<file path="src/rtl/sl_receiver_fifo.sv">
// Two-line self-clocking serial receiver: decodes parity-protected frames of
// configurable length and queues good words in a small FIFO with sticky status.
module sl_receiver_fifo #(
  parameter int MAX_BITS = 32,
  parameter int DEPTH    = 4
) (
  input  logic                clk,
  input  logic                rst,
  input  logic                serial_line_zeroes_a,
  input  logic                serial_line_ones_a,
  input  logic                wr_enable,
  input  logic [15:0]         wr_config_w,
  output logic [15:0]         r_config_w,
  input  logic                rd_en,
  input  logic                status_clr,
  output logic [MAX_BITS-1:0] data_w,
  output logic [15:0]         status_w
);

  localparam int         AW   = (DEPTH > 1) ? $clog2(DEPTH) : 1;
  localparam int         CW   = AW + 1;
  localparam logic [6:0] NMAX = 7'(MAX_BITS);

  typedef enum logic [1:0] {S_IDLE, S_DATA, S_PARITY, S_STOP} state_t;

  // Index 0 carries the zeroes line, index 1 the ones line.
  logic [1:0] r_meta, r_cur, r_prev;

  always_ff @(posedge clk) begin
    if (rst) begin
      r_meta <= 2'b11;
      r_cur  <= 2'b11;
      r_prev <= 2'b11;
    end else begin
      r_meta <= {serial_line_ones_a, serial_line_zeroes_a};
      r_cur  <= r_meta;
      r_prev <= r_cur;
    end
  end

  logic [1:0] w_fall;
  logic       w_ev_zero, w_ev_one, w_ev_stop, w_ev_single, w_ev_any;

  assign w_fall      = r_prev & ~r_cur;
  assign w_ev_zero   = w_fall[0] & r_cur[1];
  assign w_ev_one    = w_fall[1] & r_cur[0];
  assign w_ev_stop   = ~r_cur[0] & ~r_cur[1] & (|w_fall);
  assign w_ev_single = w_ev_zero | w_ev_one;
  assign w_ev_any    = w_ev_single | w_ev_stop;

  always_ff @(posedge clk) begin
    if (rst) begin
      r_config_w <= 16'h0010;
    end else if (wr_enable) begin
      r_config_w <= wr_config_w & 16'hFFFE;
    end
  end

  logic [6:0]  w_l_even, w_n_cfg;
  logic [11:0] w_to_limit;

  assign w_l_even   = {r_config_w[7:2], 1'b0};
  assign w_n_cfg    = (w_l_even < 7'd2) ? 7'd2 : ((w_l_even > NMAX) ? NMAX : w_l_even);
  assign w_to_limit = {r_config_w[15:8], 4'b0000};

  state_t              r_state;
  logic [6:0]          r_n, r_cnt;
  logic [MAX_BITS-1:0] r_word;
  logic                r_zpar, r_opar, r_rp0, r_rp1;
  logic [11:0]         r_to;

  logic [MAX_BITS-1:0] w_bit_mask;
  logic                w_timeout, w_stop_done, w_par_ok;
  logic                w_push_req, w_perr_set, w_lerr_set;

  assign w_bit_mask  = {{(MAX_BITS-1){1'b0}}, 1'b1} << r_cnt;
  // Any event in the same cycle restarts the timer, so it beats a timeout.
  assign w_timeout   = (r_state != S_IDLE) && (r_config_w[15:8] != 8'd0) &&
                       (r_to >= w_to_limit) && !w_ev_any;
  assign w_stop_done = (r_state == S_STOP) && w_ev_stop;
  assign w_par_ok    = (r_rp0 == r_zpar) && (r_rp1 == ~r_opar);
  assign w_push_req  = w_stop_done && w_par_ok;
  assign w_perr_set  = w_stop_done && !w_par_ok;
  assign w_lerr_set  = (((r_state == S_DATA) || (r_state == S_PARITY)) && w_ev_stop) ||
                       ((r_state == S_STOP) && w_ev_single);

  always_ff @(posedge clk) begin
    if (rst) begin
      r_state <= S_IDLE;
      r_n     <= 7'd8;
      r_cnt   <= '0;
      r_word  <= '0;
      r_zpar  <= 1'b0;
      r_opar  <= 1'b0;
      r_rp0   <= 1'b0;
      r_rp1   <= 1'b0;
      r_to    <= '0;
    end else begin
      if ((r_state == S_IDLE) || w_ev_any) begin
        r_to <= '0;
      end else if (r_to != 12'hFFF) begin
        r_to <= r_to + 12'd1;
      end
      case (r_state)
        S_IDLE: begin
          if (w_ev_single) begin
            r_n     <= w_n_cfg;
            r_cnt   <= 7'd1;
            r_word  <= {{(MAX_BITS-1){1'b0}}, w_ev_one};
            r_zpar  <= w_ev_zero;
            r_opar  <= w_ev_one;
            r_state <= S_DATA;
          end
        end
        S_DATA: begin
          if (w_ev_single) begin
            if (w_ev_one) r_word <= r_word | w_bit_mask;
            r_cnt  <= r_cnt + 7'd1;
            r_zpar <= r_zpar ^ w_ev_zero;
            r_opar <= r_opar ^ w_ev_one;
            if (r_cnt + 7'd1 == r_n) r_state <= S_PARITY;
          end else if (w_ev_stop || w_timeout) begin
            r_state <= S_IDLE;
          end
        end
        S_PARITY: begin
          if (w_ev_single) begin
            r_rp0   <= w_ev_one;
            r_rp1   <= w_ev_zero;
            r_state <= S_STOP;
          end else if (w_ev_stop || w_timeout) begin
            r_state <= S_IDLE;
          end
        end
        S_STOP: begin
          if (w_ev_any || w_timeout) r_state <= S_IDLE;
        end
        default: r_state <= S_IDLE;
      endcase
    end
  end

  logic [MAX_BITS-1:0] r_mem [DEPTH];
  logic [AW-1:0]       r_wp, r_rp;
  logic [CW-1:0]       r_count;
  logic [MAX_BITS-1:0] r_head;
  logic                r_perr, r_lerr, r_terr, r_ovf;

  logic                w_full, w_empty, w_pop, w_push, w_drop;
  logic [AW-1:0]       w_rp_next;
  logic [CW-1:0]       w_count_next;
  logic [MAX_BITS-1:0] w_head_next;

  assign w_full       = (r_count == CW'(DEPTH));
  assign w_empty      = (r_count == '0);
  assign w_pop        = rd_en && !w_empty;
  assign w_push       = w_push_req && (!w_full || w_pop);
  assign w_drop       = w_push_req && w_full && !w_pop;
  assign w_rp_next    = w_pop ? (r_rp + AW'(1)) : r_rp;
  assign w_count_next = r_count + {{(CW-1){1'b0}}, w_push} - {{(CW-1){1'b0}}, w_pop};
  // Head register bypasses the array when the word being written becomes the head.
  assign w_head_next  = (w_count_next == '0) ? '0 :
                        ((w_push && (r_wp == w_rp_next)) ? r_word : r_mem[w_rp_next]);

  always_ff @(posedge clk) begin
    if (w_push) r_mem[r_wp] <= r_word;
  end

  always_ff @(posedge clk) begin
    if (rst) begin
      r_wp    <= '0;
      r_rp    <= '0;
      r_count <= '0;
      r_head  <= '0;
      r_perr  <= 1'b0;
      r_lerr  <= 1'b0;
      r_terr  <= 1'b0;
      r_ovf   <= 1'b0;
    end else begin
      if (w_push) r_wp <= r_wp + AW'(1);
      r_rp    <= w_rp_next;
      r_count <= w_count_next;
      r_head  <= w_head_next;
      r_perr  <= w_perr_set | (r_perr & ~status_clr);
      r_lerr  <= w_lerr_set | (r_lerr & ~status_clr);
      r_terr  <= w_timeout  | (r_terr & ~status_clr);
      r_ovf   <= w_drop     | (r_ovf  & ~status_clr);
    end
  end

  assign data_w   = r_head;
  assign status_w = {4'b0000, 4'(r_count), 1'b0, (r_state != S_IDLE), r_ovf,
                     w_full, !w_empty, r_terr, r_lerr, r_perr};

endmodule

</file>
<file path="config.mk">
export PLATFORM = sky130hd
export DESIGN_NAME = sl_receiver_fifo
export DESIGN_NICKNAME = d
export VERILOG_FILES = /design/src/rtl/sl_receiver_fifo.sv
export SDC_FILE = /design/constraint.sdc
export NUM_CORES = 1
export LEC_CHECK = 0
export ABC_AREA = 1
export BUFFER_PORTS_ARGS = -buffer_cell sky130_fd_sc_hd__clkbuf_2
export CORE_UTILIZATION = 39
export CTS_CLUSTER_SIZE = 25
export DETAILED_ROUTE_END_ITERATION = 8
export SYNTH_ARGS = -nofsm -noshare
export SYNTH_HDL_FRONTEND = slang
export SYNTH_SLANG_ARGS = --single-unit
</file>
<file path="constraint.sdc">
create_clock -name clk -period 3.9 [get_ports clk]
set_input_delay 0.39 -clock clk [delete_from_list [all_inputs] [get_ports clk]]
set_output_delay 0.39 -clock clk [all_outputs]
set_load 0.03 [all_outputs]
</file>
-- Yosys cells after proc, flatten, opt, wreduce, memory -nomap -nowiden
Memories as Yosys holds them, arrays and structs flattened. A register that Yosys moved wholly into a read port is not among the register bits.
Index checks and enable logic that the tools add are counted.
- word-level logic and storage cells: 130
- memories kept: 1
- input bits: 23
- memory bits (writable): 128
- output and inout port bits: 64
- flip-flop bits (word level): 96
- memories (name ; words ; bits a word ; rd ports ; clocked after memory_dff ; wr ports ; line ; text):
    r_mem ; 4 ; 32 ; 1 ; 1 ; 1 ; 143 ; logic [MAX_BITS-1:0] r_mem [DEPTH];
- $lt $le $gt $ge: 3
- equality and inequality tests: 13
- add/sub/neg operators: 6
- shift-type cells: 1
- reduce and logical (&&, ||, !) cells: 38
- multiplexer cells: 25
- bitwise logic cells: 23
- operators by type and width (kind ; count):
    $mux W32 ; 3
    $pmux W32 S2 ; 1
    $or A32 B32 Y32 ; 1
    $shl A1 B7 Y32 const A ; 1
    $mux W7 ; 4
    $mux W2 ; 7
    $pmux W7 S2 ; 1
    $logic_and A1 B1 Y1 ; 13
    $add A12 B1 Y12 const B ; 1
    $ge A12 B12 Y1 ; 1
    $ne A12 B12 Y1 const B ; 1
    $and A1 B1 Y1 ; 8
    $pmux W2 S4 ; 1
    $reduce_bool A8 Y1 ; 1
    $add A7 B1 Y7 const B ; 1
    $eq A7 B7 Y1 ; 1
    $gt A7 B6 Y1 const B ; 1
    $lt A7 B2 Y1 const B ; 1
    $logic_not A3 Y1 ; 2
    $logic_or A1 B1 Y1 ; 6
    $mux W1 ; 6
    $ne A2 B2 Y1 const B ; 3
    $or A1 B1 Y1 ; 6
    $reduce_and A3 Y1 ; 2
    other kinds (20) ; 36

-- Longest topological paths before layout
- depth in word-level cells: 11
- depth in mapped cells: 17

-- Worst setup path before layout
No wires, ideal clock.
- path kind: reg2reg
- start: register r_count[1]
- end: memory r_mem[0][0] (enable)
- path slack: 0.931 ns
- clock period less this slack: 2.969 ns
- arrival time: 2.548 ns
- cell stages (with the launch flop): 9
- setup time: 0.421 ns
- data required time: 3.479 ns
- path through: dfxtp_1 > inv_2 > nand2_1 > nor2_1 > nand2_1 > inv_1 > nor2_4 > inv_1 > nor2_1
- elaborated cells on any way between the ends: 9
- RTL lines (what ; line ; text):
    start, declared ; 145 ; logic [CW-1:0] r_count;
    start signal, assigned ; 182 ; r_count <= w_count_next;
    $eq A3 B3 Y1 ; 154 ; assign w_full = (r_count == CW'(DEPTH));
    net w_full ; 149 ; logic w_full, w_empty, w_pop, w_push, w_drop;
    $logic_not A1 Y1 ; 157 ; assign w_push = w_push_req && (!w_full || w_pop);
    $logic_or A1 B1 Y1 ; 157 ;
    $logic_and A1 B1 Y1 ; 157 ;
    $mux W1 ; 166 ; if (w_push) r_mem[r_wp] <= r_word;
    $mux W1 (not written as such) ; 166 ;
    end, declared ; 143 ;
The timed path passes the listed nets, and every way through them passes these cells.

-- Worst setup path after layout
- start: register r_prev[1]
- end: register r_head[19] (netlist: data_w[19]) (read register of r_mem)
- word-level cells in the longest chain between the ends: 10
- ends and longest elaborated chain (what ; line ; text):
    start, declared ; 27 ; logic [1:0] r_meta, r_cur, r_prev;
    start signal, assigned ; 37 ; r_prev <= r_cur;
    $and A2 B2 Y2 ; 44 ; assign w_fall = r_prev & ~r_cur;
    $reduce_or A2 Y1 ; 47 ; assign w_ev_stop = ~r_cur[0] & ~r_cur[1] & (|w_fall);
    $and A1 B1 Y1 ; 47 ;
    $logic_and A1 B1 Y1 ; 80 ; assign w_stop_done = (r_state == S_STOP) && w_ev_stop;
    $logic_and A1 B1 Y1 ; 82 ; assign w_push_req = w_stop_done && w_par_ok;
    $logic_and A1 B1 Y1 ; 157 ;
    $add A3 B1 Y3 ; 160 ; assign w_count_next = r_count + {{(CW-1){1'b0}}, w_push} - {{(CW-1){1'b0}}, w_pop};
    $sub A3 B1 Y3 ; 160 ;
    $logic_not A3 Y1 ; 162 ; assign w_head_next = (w_count_next == '0) ? '0 :
    $reduce_or A2 Y1 (no line) ; -- ;
    end, declared ; 146 ; logic [MAX_BITS-1:0] r_head;
Every way passes these cells.
A chain may end at the register's enable or synchronous reset.

==> summary.txt <==
Critical path
  – Crit path launch: r_prev[1]
  – Top cell family by delay on the critical path: adder cells
  – Crit-path max FO: 20
  – Worst EP required: 4.29 ns
  – CP arrival: 3.44 ns
  – Buffers and inverters on the worst path: 7
  – Crit path to: data_w[19]
  – R2R setup slack: between 0.8 and 0.9 ns
  – Reg2Reg Launch Point: r_prev[1]
  – Kind of critical path: register to register
  – Critical Path Stages: 17
  – Crit-path most repeated cell: inv_1
  – Largest stage delay on the critical path: 0.37 ns
  – CP endpoint kind: register
  – Worst R2R Path Depth: 17
  – CP max-delay cell: fa_1
  – Critical-path cell list: inv_1, o22ai_2, nand3_2, inv_2, nand3_1, nor2_4, inv_1, ha_1, inv_1, ha_1, inv_1, fa_1, xnor2_1, a31oi_1, inv_1, buf_4, a21oi_1
  – Reg2reg end: data_w[19]
  – Worst setup SP type: register

STA
  – Hold Violations, Final: 0
  – Rel. slew slack: 0.4565
  – Slew @ Worst Pin: 0.8143 ns
  – Crit share post-route: 0.7834
  – Endpoints failing setup: 0
  – RSZ-0062 raised after global routing: false
  – Worst setup margin: about 0.84 ns
  – Setup tns final: 0 ns
  – Fin crit period: between 3 and 4 ns
  – Clock Skews: 0.01487 ns
  – FMAX: roughly 330 MHz
  – Slew Viols, Final: 0

Power
  – Combinational share of power: 0.279
  – Register share of total power: 0.397
  – Pint: between 0.005 and 0.006 W
  – Clk pwr share: 0.324
  – Psw: around 0.0027 W
  – Tot Pwr: 0.007829 W
  – PwrDens: 631.2 nW/um2
  – VDD IR max: 0.2883 mV
  – Net Sw Frac: 0.3410
  – Leakage: 5.041 nW

Placement
  – Gpl congestion: 0.8267
  – DP HPWL: 14890 um
  – I/O Buffers: slightly below 80
  – Post-place setup slack: 0.8473 ns

CTS
  – CTS tree: done
  – CTS Hold Buffers Added: 0
  – Clk Latency, worst-skew pair: between 0.5 and 0.6 ns
  – Clk sinks: 255
  – Postcts setup bufs: 0
  – CTS clock-pin slew for the worst setup and hold paths: 0.06 ns
  – H-tree depth: 1
  – Worst-case clock buffer depth: 3
  – CTS buffer count: 27
  – Cts repair resizes: 0
  – Root Buffer: clkbuf_16

Layout
  – Syn-to-layout area delta: 14.81%
  – Most common cell after layout, fill and taps aside: nand2_1
  – Number of diodes: 0
  – Nets: 1263
  – Commonest cells after routing, fill and taps aside: 194 x nand2_1, 140 x nor2_1, 137 x inv_1
  – Fin util: 0.4577
  – Share of layout cells above drive strength 1: 0.1414

Floorplan
  – Height of the chip: 168.4 um
  – Die area: 28370 um2
  – IO Count: 87
  – Core Footprint: 27100 um2
  – Num rows: 60
  – Die W: 168.4 um
  – Initial core utilization: 0.3987

Global route
  – Global Route Usage Sum: 0.1684
  – Vias in the first global route: about 7500
  – Total grt overflow: 0
  – First-pass GRT wire length: 38220 um
  – Largest net degree at the start of global routing: 61
  – Initial antenna violation count: 0

Route
  – Total number of vias: a little under 8000
  – Via/cell ratio: 4.801
  – Wire length on met3: 969 um
  – Routed met1 length: around 11000 um
  – Routed WL per cell: 14.61 um
  – Post-route DRC: 0
  – DRT Wirelength: 23530 um
  – Met2 WL post-DR: 11060 um
  – Antenna Nets Post-Route: 0
  – DRT Pass-1 Iters: 5
  – DRT iter0 DRCs: 558
  – Top sig layer: met4

Synth
  – Cell Area, Synth: 10800 um2
  – Seq/Total Area, Yosys: 0.5911
  – Synth unique cells: 41
  – Top-area cell type share of the netlist area: 0.3558
  – Synth Area per Inst: 9.419 um2
  – Post-Syn Instances: 1147
  – Seq cells post-synth: 255
  – Dominant cells by area after synthesis: edfxtp_1 36%, dfxtp_1 24%, nand2_1 6.7%
  – Yosys Warn Count: 0
  – Area leader, netlist: edfxtp_1

Run status
  – Status: complete, no violations

Flow run
  – Max Cap Viol: 0

Worst hold path
  – HP Class: input port to register
## routing by layer
layer | track usage | vias up
met1 | 0.2217 | 3589
met4 | 0.04901 | 0
met5 | 0 | -
met2 | 0.2856 | 166
li1 | - | 3942
met3 | 0.02656 | 33
## registers in the layout (all words and copies together) (netlist names), 2 cells and up
| register | flops |
|---|---|
| r_prev | 2 |
| r_state | 2 |
| r_cur | 2 |
| r_n | 6 |
| r_to | 12 |
| r_meta | 2 |
| r_mem | 128 |
| data_w | 32 |
| r_rp | 2 |
| r_wp | 2 |
| r_cnt | 7 |
| r_config_w | 15 |
| r_count | 3 |
| r_word | 32 |
## how the worst min path moves through the flow
stage,from,end,cells after the start
3_3_place_gp,r_meta[0],r_cur[0],1
2_1_floorplan,r_meta[0],r_cur[0],1
5_1_grt,serial_line_ones_a,r_meta[1],2
3_5_place_dp,r_meta[0],r_cur[0],1
4_1_cts,serial_line_ones_a,r_meta[1],2
6_report,serial_line_zeroes_a,r_meta[0],2
## synth_stat cells, drive strengths merged
master    n
nand2   200
nor2    150
inv     143
edfxtp  128
dfxtp   127
a21oi    85
o21ai    63
buf      42
nand3    40
nand4    40
o211ai   40
ha       21
clkbuf   20
xor2     12
nor3      6
a22oi     4
a31oi     4
or2       4
xnor2     4
nor3b     3
nand3b    2
o21ba     2
a211oi    1
a21boi    1
a21o      1
conb      1
fa        1
o21bai    1
o22ai     1
## area by class of cell
type	instances	area [um2]
fillers	2574	14700
flip-flops and latches	255	6386
multi-input cells	693	3576
clock buffers	39	793.3
repair buffers	98	540.5
inverters	143	536.8
well taps	372	465.4
clock inverters	10	106.4
## kinds of logic (layout without fill, tap and decap cells)
kind of cell	count (synthesis)	count (layout)	synth area share
adder cells (fa/ha/maj)	22	22	0.02617
flip-flops	255	255	0.5911
XOR/XNOR	16	16	0.01436
AO/OA/AOI/OAI	203	203	0.1072
buffers and inverters	205	290	0.08199
other	1	7	0.0003471
AND/OR/NAND/NOR	445	445	0.1788
## stage by stage
stage / cell area [um2] / hold WS [ns] / instances
after floorplan: 10830 / 0.3895 / 1153
after global placement: 11500 / 0.3915 / 1561
after detailed placement: 11500 / 0.3940 / 1561
after CTS: 12400 / 0.02936 / 1610
after global routing: 12400 / 0.04315 / 1610
final: 12400 / 0.05525 / 1610
## power groups by stage
stage | logic, W | registers (W) | clock network [W]
2_1_floorplan | 0.00131 | 0.00349 | 0
3_3_place_gp | 0.00217 | 0.00318 | 0
3_5_place_dp | 0.00219 | 0.00318 | 0
4_1_cts | 0.00220 | 0.00312 | 0.00260
5_1_grt | 0.00244 | 0.00314 | 0.00271
6_report | 0.00218 | 0.00311 | 0.00253
Note: power is estimated with default switching activity, not from simulation.
